`config.mk`:
```
export PLATFORM = sky130hd
export DESIGN_NAME = ras_ctrl
export DESIGN_NICKNAME = d
export VERILOG_FILES = /design/src/rtl/ras_ctrl.sv
export SDC_FILE = /design/constraint.sdc
export NUM_CORES = 1
export LEC_CHECK = 0
export BUFFER_PORTS_ARGS = -buffer_cell sky130_fd_sc_hd__buf_2
export CORE_MARGIN = 4
export CORE_UTILIZATION = 41
export DETAILED_ROUTE_END_ITERATION = 7
export PLACE_DENSITY_LB_ADDON = 0.1
export SLEW_MARGIN = 20
export SYNTH_ARGS = -nofsm -noshare
export SYNTH_HDL_FRONTEND = slang
export SYNTH_SLANG_ARGS = --single-unit
```
`constraint.sdc`:
```
create_clock -name clk_i -period 3.23 [get_ports clk_i]
set_input_delay 0 -clock clk_i [delete_from_list [all_inputs] [get_ports clk_i]]
set_output_delay 0 -clock clk_i [all_outputs]
set_load 0.05 [all_outputs]
```
`src/rtl/ras_ctrl.sv`:
```
// ras_ctrl: RISC-V call/return hint decoder driving a return-address lifo; RAS_CTRL_STATS_EN adds ovf/unf counters.
// Latency: push/pop/data combinational in the accept cycle, prediction 1 cycle after a pop; pop-then-push spans 2 cycles.
// Backpressure: inst_ready_o drops only in SWAP; a full lifo never stalls (the push is dropped downstream).
module ras_ctrl #(
   parameter int XLEN = 64,
   parameter int ILEN = 32
) (
   input  logic            clk_i,
   input  logic            rst_i,
   input  logic            flush_i,
   input  logic            inst_valid_i,
   output logic            inst_ready_o,
   input  logic [ILEN-1:0] inst_i,
   input  logic [XLEN-1:0] pc_i,
   output logic            pred_valid_o,
   output logic [XLEN-1:0] pred_target_o,
   output logic            lifo_push_o,
   output logic            lifo_pop_o,
   output logic [XLEN-1:0] lifo_data_o,
   input  logic [XLEN-1:0] lifo_data_i,
   input  logic            lifo_full_i,
`ifdef RAS_CTRL_STATS_EN
   output logic [15:0]     ovf_cnt_o,
   output logic [15:0]     unf_cnt_o,
`endif
   input  logic            lifo_empty_i
);

   localparam logic [0:0] ST_IDLE = 1'b0;
   localparam logic [0:0] ST_SWAP = 1'b1;

   logic [0:0]      r_state;
   logic [XLEN-1:0] r_link;
   logic            r_pred_valid;
   logic [XLEN-1:0] r_pred_target;

   logic [6:0]      w_opcode;
   logic [2:0]      w_funct3;
   logic [4:0]      w_rd;
   logic [4:0]      w_rs1;
   logic            w_is_jal;
   logic            w_is_jalr;
   logic            w_rd_link;
   logic            w_rs1_link;
   logic            w_cls_push;
   logic            w_cls_pop;
   logic            w_cls_swap;
   logic            w_accept;
   logic [XLEN-1:0] w_pc_inc;
   logic            w_push;
   logic            w_pop;
   logic [XLEN-1:0] w_data;
   logic            w_link_ld;
   logic [0:0]      w_state_nxt;
   logic            w_unused;

   assign w_opcode   = inst_i[6:0];
   assign w_rd       = inst_i[11:7];
   assign w_funct3   = inst_i[14:12];
   assign w_rs1      = inst_i[19:15];
   assign w_unused   = ^inst_i[ILEN-1:20];

   assign w_is_jal   = (w_opcode == 7'b1101111);
   assign w_is_jalr  = (w_opcode == 7'b1100111) && (w_funct3 == 3'b000);
   assign w_rd_link  = (w_rd == 5'd1) || (w_rd == 5'd5);
   assign w_rs1_link = (w_rs1 == 5'd1) || (w_rs1 == 5'd5);

   // rd==rs1 with both links is a plain call; differing links is a coroutine swap
   assign w_cls_push = (w_is_jal && w_rd_link) ||
                       (w_is_jalr && w_rd_link && (!w_rs1_link || (w_rd == w_rs1)));
   assign w_cls_pop  = w_is_jalr && !w_rd_link && w_rs1_link;
   assign w_cls_swap = w_is_jalr && w_rd_link && w_rs1_link && (w_rd != w_rs1);

   assign inst_ready_o = (r_state == ST_IDLE);
   assign w_accept     = inst_valid_i && inst_ready_o && !flush_i && !rst_i;
   assign w_pc_inc     = pc_i + XLEN'(4);

   always_comb begin
      w_push      = 1'b0;
      w_pop       = 1'b0;
      w_data      = '0;
      w_link_ld   = 1'b0;
      w_state_nxt = r_state;
      if (r_state == ST_SWAP) begin
         w_state_nxt = ST_IDLE;
         if (!flush_i) begin
            w_push = 1'b1;
            w_data = r_link;
         end
      end else if (w_accept) begin
         // a swap against an empty lifo degenerates to a single push
         if (w_cls_push || (w_cls_swap && lifo_empty_i)) begin
            w_push = 1'b1;
            w_data = w_pc_inc;
         end else if ((w_cls_pop || w_cls_swap) && !lifo_empty_i) begin
            w_pop = 1'b1;
            if (w_cls_swap) begin
               w_link_ld   = 1'b1;
               w_state_nxt = ST_SWAP;
            end
         end
      end
   end

   always_ff @(posedge clk_i or posedge rst_i) begin
      if (rst_i) begin
         r_state       <= ST_IDLE;
         r_link        <= '0;
         r_pred_valid  <= 1'b0;
         r_pred_target <= '0;
      end else begin
         r_state      <= w_state_nxt;
         r_pred_valid <= w_pop;
         if (w_link_ld) r_link <= w_pc_inc;
         if (w_pop) r_pred_target <= lifo_data_i;
      end
   end

   assign lifo_push_o   = w_push;
   assign lifo_pop_o    = w_pop;
   assign lifo_data_o   = w_data;
   assign pred_valid_o  = r_pred_valid;
   assign pred_target_o = r_pred_target;

`ifdef RAS_CTRL_STATS_EN
   logic [15:0] r_ovf_cnt;
   logic [15:0] r_unf_cnt;

   always_ff @(posedge clk_i or posedge rst_i) begin
      if (rst_i) begin
         r_ovf_cnt <= '0;
         r_unf_cnt <= '0;
      end else begin
         if (w_push && lifo_full_i && (r_ovf_cnt != 16'hFFFF))
            r_ovf_cnt <= r_ovf_cnt + 16'd1;
         if (w_accept && (w_cls_pop || w_cls_swap) && lifo_empty_i && (r_unf_cnt != 16'hFFFF))
            r_unf_cnt <= r_unf_cnt + 16'd1;
      end
   end

   assign ovf_cnt_o = r_ovf_cnt;
   assign unf_cnt_o = r_unf_cnt;
`endif

endmodule

```
==> metrics, run 1 <==
overall power=3.91 mW; Yosys Warn Count=0; core area=16800 um2; WS Path Type=primary input to primary output; Final Hold Vio Count=0; setup tns final=0 ns; FFs w/ async S/R, synth=1.00; RSZ-0062 raised after global routing=no; HP Class=primary input to flop; Setup crit start kind=primary input; grt ovf=0; post-synthesis cell area=7140 um2; std cell rows=47; # IOs=298; hold_ws=0.0340 ns; Root Buffer=clkbuf_16; VDD IR max=335 uV; worst path arrival time=3.00 ns; fillers=1418; top cell type's share of synthesized area=0.456; most frequent cell after synthesis=dfrtp_1; cts bufs inserted=17; WP data required=3.23 ns; Cell Area, Placed=8860 um2; crit path time final=3.00 ns; post-synthesis cell count=772; Final #Nets=1338; Power Density=364 nW/um2; Post-synth EDFFs=0; die area=19600 um2; vias in the first global route=7528; clk sinks=130; Pre-antenna DRT Iters=4; Die Width=140 um; Least-Margin Pin Slew=0.951 ns; Post-synth top cells=dfrtp_1, nand2_1, o21ai_0, mux2_2, nor2_1; Longest Clk Path Bufs=2; diode count=0; fin worst setup slack=0.233 ns; Max FO, Critical Path=7; largest net degree at the start of global routing=78; Synthesized Nets=939; Place WS=0.579 ns; largest cells by area after synthesis=dfrtp_1, mux2_2, nand2_1; number of I/O port buffers=284; Die Y=140 um; post-synth top area cell=dfrtp_1; Clock Latency Late Sink=0.41 ns; synth-to-layout area growth=50.4%; Non-Filler Instances=1403; gr usage total=0.243; final setup vio count=0; Lkg Pwr=5.26 nW; DRC=0; vias=7366; Top FF cell, synth=dfrtp_1; Rel. slew slack=0.364; final clock skew=0.00664 ns; Initial Util=0.424; max cap viols=0; Worst-path clk slew=0.05 ns; post-route design area=10700 um2; outcome=finished clean; H-tree lvl count=4; syn avg cell area=9.25 um2; CTS tree=done; Worst Setup End Kind=primary output; fmax=334 MHz; Post-DP HPWL=15900 um; Routed WL=24000 um; Synth Register Bits=130; Slew Limit Fails=0; final core utilization=0.638; period utilization=0.928; initial antenna violation count=0; first-pass GRT wire length=38800 um; Via density=5.25; placed cell count=1243; post-DR wirelength/cell=17.1 um; Seq/Total Area, Yosys=0.456; Netlist cell types=48; DR iter-0 viols=323; RD Place Congestion=0.799; Post-DRT Antenna Nets=0; layout cells sized above 1=0.348
report_power, final:
group | total, mW | switching [mW] | leakage, nW | internal (mW)
clock network | 1.89 | 0.743 | 0.282 | 1.14
registers | 1.63 | 0.0000788 | 1.82 | 1.63
logic | 0.393 | 0.179 | 3.17 | 0.214
total | 3.91 | 0.922 | 5.26 | 2.99
routing by layer:
metal | up-vias | wire length (um) | GRT usage
met2 | 248 | 12000 | 0.419
met4 | 0 | 408 | 0.0637
met5 | - | 0 | 0
met1 | 3512 | 9930 | 0.300
met3 | 26 | 1730 | 0.0723
li1 | 3580 | - | -
sequential cells by signal, summed over array words and instances (netlist names):
| name | flops |
|---|---|
| pred_target_o | 64 |
| pred_valid_o | 1 |
| r_link | 64 |
| r_state | 1 |
area by class of cell:
class / instances / area, um2 / area share
Inverter: 9 / 37.5 / 0.00350
Clock inverter: 10 / 98.8 / 0.00921
Sequential cell: 130 / 3250 / 0.303
Multi-Input combinational cell: 586 / 3680 / 0.343
Timing Repair Buffer: 427 / 2910 / 0.271
Clock buffer: 21 / 480 / 0.0447
Tap cell: 220 / 275 / 0.0256
what timing repair did:
| item | CTS | global route |
|---|---|---|
| setup endpoints to repair | 0 | 6 |
| hold buffers | 129 | 0 |
| endpoints found under the hold margin | 165 | 0 |
| resized for setup | 0 | 1 |
| buffers inserted | 0 | 0 |
worst max-delay path, cell delays in order:
cell           delay, ns
dlygate4sd3_1       0.54
buf_2               0.14
ha_1                0.23
nand4_1             0.19
or4_1               0.69
or4_4               0.58
o41ai_4             0.28
o211ai_1            0.12
buf_2               0.22
worst paths after layout:
kind / cells after the start / from / slack [ns] / endpoint
setup reg to reg: 6 / r_state / 0.81 / r_link[23]
hold / removal: 3 / pc_i[4] / 0.03 / r_link[4]
min in group asynchronous: 3 / rst_i / 0.36 / pred_target_o[59]
setup / recovery: 9 / pc_i[3] / 0.23 / lifo_data_o[58]
hold reg to reg: 2 / r_link[3] / 0.47 / r_link[3]
max in group asynchronous: 4 / rst_i / 2.08 / r_link[14]
logic make-up (layout without fill, tap and decap cells):
family / count (synthesis) / after routing / synth area share
compound gates: 165 / 165 / 0.138
xor+xnor: 47 / 47 / 0.0577
fa+ha+maj: 1 / 1 / 0.00175
buf+inv: 56 / 467 / 0.0307
flops: 130 / 130 / 0.456
mux: 64 / 64 / 0.101
simple gates: 309 / 309 / 0.216
cell usage in the layout (no fill, tap or decap), types with 4 or more instances in the layout:
| cell | instances |
|---|---|
| buf_4 | 9 |
| nor2_1 | 46 |
| dlygate4sd3_1 | 129 |
| buf_12 | 7 |
| nand2_1 | 125 |
| nand4_1 | 39 |
| o21ai_0 | 85 |
| nor4_1 | 15 |
| clkbuf_16 | 17 |
| mux2_2 | 64 |
| o211ai_1 | 18 |
| nand3_1 | 24 |
| dfrtp_1 | 130 |
| xnor2_1 | 34 |
| xor2_1 | 13 |
| and3_1 | 7 |
| buf_2 | 282 |
| and4_1 | 7 |
| clkbuf_8 | 4 |
| a21oi_1 | 42 |
| nor3_1 | 15 |
| inv_1 | 8 |
| or4_1 | 4 |
| and2_1 | 6 |
No activity file was read; power rests on OpenSTA's default activity.
==> run 2: changes to the inputs <==
--- a/config.mk
+++ b/config.mk
@@ -10,6 +10,7 @@
 export CORE_UTILIZATION = 41
 export DETAILED_ROUTE_END_ITERATION = 7
 export PLACE_DENSITY_LB_ADDON = 0.1
+export RECOVER_POWER = 25
 export SLEW_MARGIN = 20
 export SYNTH_ARGS = -nofsm -noshare
 export SYNTH_HDL_FRONTEND = slang
==> run 2 against run 1 <==
  * Routed wire length is essentially flat
  * Sequential power barely moved
  * Critical endpoint unchanged
  * Clock-buffer cell count unchanged
  * Register-to-register slack is essentially flat
  * The flow now finishes with violations (capacitance limit, slew limit)
  * Combinational power about the same
  * Global-route usage did not move
  * Worst setup slack got worse by 0.0094 ns
==> metrics, run 2 (same netlist as run 1, synthesis figures left out) <==
outcome=finished, violations left; failing checks=capacitance limit, slew limit; max cap viols=1 (+1); std cell rows=47 (unchanged); final clock skew=0.00672 ns (+0.0000803 ns); final core utilization=0.634 (-0.00461); VDD IR max=335 uV (about the same); Post CTS Setup Buffer Count=0 (unchanged); worst path arrival time=3.01 ns (about the same); Slew Limit Fails=40 (+40); WP data required=3.23 ns (about the same); Initial Util=0.424 (unchanged); Final Hold Vio Count=0 (unchanged); R2R setup slack=0.81 ns (about the same); final setup vio count=0 (unchanged); gr usage total=0.243 (unchanged); Crit path top cell by count=buf_2; Worst-path clk slew=0.05 ns (about the same); DRC=0 (unchanged); DR iter-0 viols=362 (+12%); Clock Latency Late Sink=0.41 ns (about the same); reg2reg path depth=6 (unchanged); largest net degree at the start of global routing=78 (unchanged); crit path time final=3.01 ns (+0.00937 ns); H-tree lvl count=4 (unchanged); CTS tree=done; cts bufs inserted=17 (unchanged); Max FO, Critical Path=7 (unchanged); clk sinks=130 (unchanged); HP Class=primary input to flop; post-DR wirelength/cell=17.1 um (about the same); number of I/O port buffers=284 (unchanged); Pre-antenna DRT Iters=5 (+1); Post-DP HPWL=15900 um (unchanged); Cell Area, Placed=8860 um2 (unchanged); crit-path max cell delay=0.69 ns (about the same); synth-to-layout area growth=49.3%; Via density=5.25 (unchanged); vias in the first global route=7528 (unchanged); Least-Margin Pin Slew=1.96 ns (+1.01 ns); commonest non-fill, non-tap cell in the layout=buf_2; Setup crit start kind=primary input; Post-DRT Antenna Nets=0 (unchanged); period utilization=0.931 (+0.00290); reg2reg end=r_link[23]; first-pass GRT wire length=38800 um (unchanged); CP Capture Point=lifo_data_o[58]; RR Startpoint=r_state; Rel. slew slack=-0.317 (-0.681); # IOs=298 (unchanged); Power Density=367 nW/um2 (+0.77%); fmax=333 MHz (-0.31%); Longest Clk Path Bufs=2 (unchanged); setup tns final=0 ns (unchanged); hold_ws=0.0347 ns (+0.000754 ns); grt ovf=0 (unchanged); Die Y=140 um (unchanged); die area=19600 um2 (unchanged); core area=16800 um2 (unchanged); Lkg Pwr=5.00 nW (-5.0%); Final #Nets=1338 (unchanged); Slowest cell on crit path=or4_1; vias=7366 (unchanged); post-route design area=10700 um2 (-0.72%); critical path cell sequence=dlygate4sd3_1 -> buf_2 -> ha_1 -> nand4_1 -> or4_1 -> or4_4 -> o41ai_4 -> o211ai_1 -> buf_2; Root Buffer=clkbuf_16; WS Path Type=primary input to primary output; layout cells sized above 1=0.298 (-0.0507); Worst Setup End Kind=primary output; worst setup path start=pc_i[3]; initial antenna violation count=0 (unchanged); Routed WL=24000 um (about the same); RSZ-0062 raised after global routing=no; Die Width=140 um (unchanged); RD Place Congestion=0.799 (unchanged); diode count=0 (unchanged); most frequent cells in the layout=buf_2, dfrtp_1, dlygate4sd3_1
-- run 2: critical path: cells and delay by family --
kind                       cells  cell delay [ns]
and+or+nand+nor                3             1.46
buffers and inverters          3             0.90
AOI/OAI and AO/OA              2             0.40
adders and majority gates      1             0.23
-- run 2: power breakdown --
group	internal (mW)	switching (mW)	leakage, nW
clock network	1.14	0.744	0.282
logic	0.214	0.180	2.90
registers	1.63	0.0000824	1.82
total	2.99	0.924	5.00
-- run 2: how the worst min path moves through the flow --
stage / slack, ns / end / cells past startpoint / start
finish: 0.03 / r_link[4] / 3 / pc_i[4]
global placement: 0.22 / r_link[0] / 3 / pc_i[0]
CTS: 0.01 / r_link[4] / 3 / pc_i[4]
floorplan: 0.11 / r_link[2] / 1 / pc_i[2]
global route: 0.04 / r_link[4] / 3 / pc_i[4]
detailed placement: 0.22 / r_link[0] / 3 / pc_i[0]
-- run 2: through the flow --
step	power (mW)	worst slack (ns)	instances
floorplan	1.76	0.437	772
global placement	1.92	0.611	1243
detailed placement	1.93	0.579	1243
CTS	3.95	0.0337	1403
global route	4.07	0.0991	1403
finish	3.91	0.224	1403
-- run 2: what timing repair did --
item                       CTS  global route
hold buffers               129             0
hold endpoints to repair   165             0
setup endpoints to repair    0             6
resized for setup            0             1
-- run 2: area by class of cell --
type	instances	area (um2)
clock buffer	21	480
timing repair buffer	427	2840
tap	220	275
fill	1449	6160
inverter	9	35.0
clock inverter	10	98.8
sequential	130	3250
multi-input combinational	586	3680
-- run 2: routing by layer --
layer  up-vias  routed length [um]  track usage
met4         0                 388       0.0637
met2       236               12000        0.419
met3        27                1690       0.0723
li1       3580                   -            -
met5         -                   0            0
met1      3523                9960        0.300
==> run 3: changes to the inputs <==
==> constraint.sdc (replaced) <==
create_clock -name clk_i -period 3.23 [get_ports clk_i]
set_input_delay 0.4845 -clock clk_i [delete_from_list [all_inputs] [get_ports clk_i]]
set_output_delay 0.4845 -clock clk_i [all_outputs]
set_load 0.05 [all_outputs]
==> run 3 against run 2 <==
  * The flow still finishes with violations (capacitance limit, slew limit)
  * Critical path depth is 1 lower
  * Worst setup slack worse by 0.083 ns
  * Cell count is 7.4% lower
  * Critical path type unchanged
  * Critical endpoint is now lifo_data_o[49]
  * Clock skew is 0.0025 ns lower
==> metrics, run 3 (same netlist as run 1, synthesis figures left out) <==
outcome=finished, violations left; failing checks=capacitance limit, slew limit; H-tree lvl count=4 (unchanged); commonest non-fill, non-tap cell in the layout=buf_2; DRC=0 (unchanged); Post CTS Setup Buffer Count=0 (unchanged); RSZ-0062 raised after global routing=no; Worst Setup End Kind=primary output; Cell Area, Placed=9040 um2 (+2.0%); Max FO, Critical Path=12 (+5); vias in the first global route=6847 (-9.0%); Initial Util=0.424 (unchanged); final clock skew=0.00420 ns (-0.00252 ns); Final Hold Vio Count=0 (unchanged); Longest Clk Path Bufs=2 (unchanged); crit path time final=3.09 ns (+0.0825 ns); final setup vio count=0 (unchanged); setup tns final=0 ns (unchanged); initial antenna violation count=4 (+4); first-pass GRT wire length=36000 um (-7.2%); Worst-path clk slew=0.06 ns (about the same); worst path arrival time=2.60 ns (-0.41 ns); Setup crit start kind=primary input; Final #Nets=1232 (-7.9%); Rel. slew slack=-0.203 (+0.114); period utilization=0.956 (+0.0256); fmax=324 MHz (-2.7%); most frequent cells in the layout=buf_2, dfrtp_1, nand2_1; die area=19600 um2 (unchanged); # IOs=298 (unchanged); WP data required=2.75 ns (-0.48 ns); synth-to-layout area growth=35.4%; VDD IR max=405 uV (+21%); clk sinks=130 (unchanged); Lkg Pwr=4.84 nW (-3.1%); post-route design area=9670 um2 (-9.3%); Die Width=140 um (unchanged); WS Path Type=primary input to primary output; Die Y=140 um (unchanged); fillers=1601 (+10%); Root Buffer=clkbuf_16; placed cell count=1266 (+1.9%); Power Density=394 nW/um2 (+7.4%); Place WS=0.0464 ns (-0.533 ns); Non-Filler Instances=1299 (-7.4%); core area=16800 um2 (unchanged); DR iter-0 viols=364 (+0.55%); Post-DP HPWL=16200 um (+1.6%); Routed WL=22300 um (-7.3%); vias=6893 (-6.4%); overall power=3.81 mW (-2.6%); HP Class=primary input to flop; post-DR wirelength/cell=17.1 um (+0.10%); Least-Margin Pin Slew=1.80 ns (-0.160 ns); max cap viols=1 (unchanged); Pre-antenna DRT Iters=6 (+1); gr usage total=0.226 (-0.0173); Post-CTS Hold Buffers=0 (-100%); Post-DRT Antenna Nets=0 (unchanged); Via density=5.31 (+1.1%); number of I/O port buffers=284 (unchanged); fin worst setup slack=0.141 ns (-0.0825 ns); std cell rows=47 (unchanged); RD Place Congestion=0.838 (+4.9%); Post-CTS Resized=0 (unchanged); layout cells sized above 1=0.410 (+0.112); Slew Limit Fails=131 (+230%); largest net degree at the start of global routing=131 (+68%); CTS tree=done; grt ovf=0 (unchanged); Clock Latency Late Sink=0.42 ns (about the same); cts bufs inserted=17 (unchanged)
-- run 3: cell type report --
cell class              instances  area, um2  share of cell area
diodes                          1       2.50            0.000259
clock buffers                  18        439              0.0454
clock inverters                14        143              0.0148
inverters                       9       37.5             0.00388
multi-input cells             586       3730               0.386
flip-flops and latches        130       3250               0.337
well taps                     220        275              0.0285
repair buffers                321       1790               0.185
-- run 3: final timing paths --
path,startpoint,endpoint,slack [ns],cells after the start
setup / recovery,pc_i[10],lifo_data_o[49],0.14,8
hold / removal,pc_i[1],r_link[1],0.28,3
setup reg to reg,r_state,r_link[54],1.06,6
hold reg to reg,r_link[0],r_link[0],0.47,2
max in group asynchronous,rst_i,r_link[43],1.33,3
min in group asynchronous,rst_i,r_state,0.74,3
-- run 3: where the power goes --
part / internal, mW / total, mW / switching [mW] / leakage [nW]
sequential: 1.63 / 1.63 / 0.0000754 / 1.82
clock: 1.10 / 1.91 / 0.805 / 0.282
combinational: 0.117 / 0.272 / 0.155 / 2.74
total: 2.85 / 3.81 / 0.961 / 4.84
-- run 3: metrics by stage --
step,utilization,hold WS (ns)
floorplan,-,0.439
global placement,0.538,0.450
detailed placement,0.538,0.461
CTS,0.572,0.265
global route,0.575,0.268
finish,0.575,0.284
-- run 3: critical path, stage by stage --
cell and delay [ns]:
buf_2 0.11, nand4_2 0.13, or4_4 0.56, buf_4 0.21
or4_1 0.51, o21ai_0 0.25, o211ai_1 0.11, buf_2 0.23
-- run 3: routing by layer --
layer  GRT usage  vias to the layer above  part of all wire
met5           0                        -            0.0015
met4      0.0525                        6             0.013
met3      0.0828                       27             0.085
met2       0.372                      244              0.49
met1       0.285                     3250              0.41
li1            -                     3366                 -
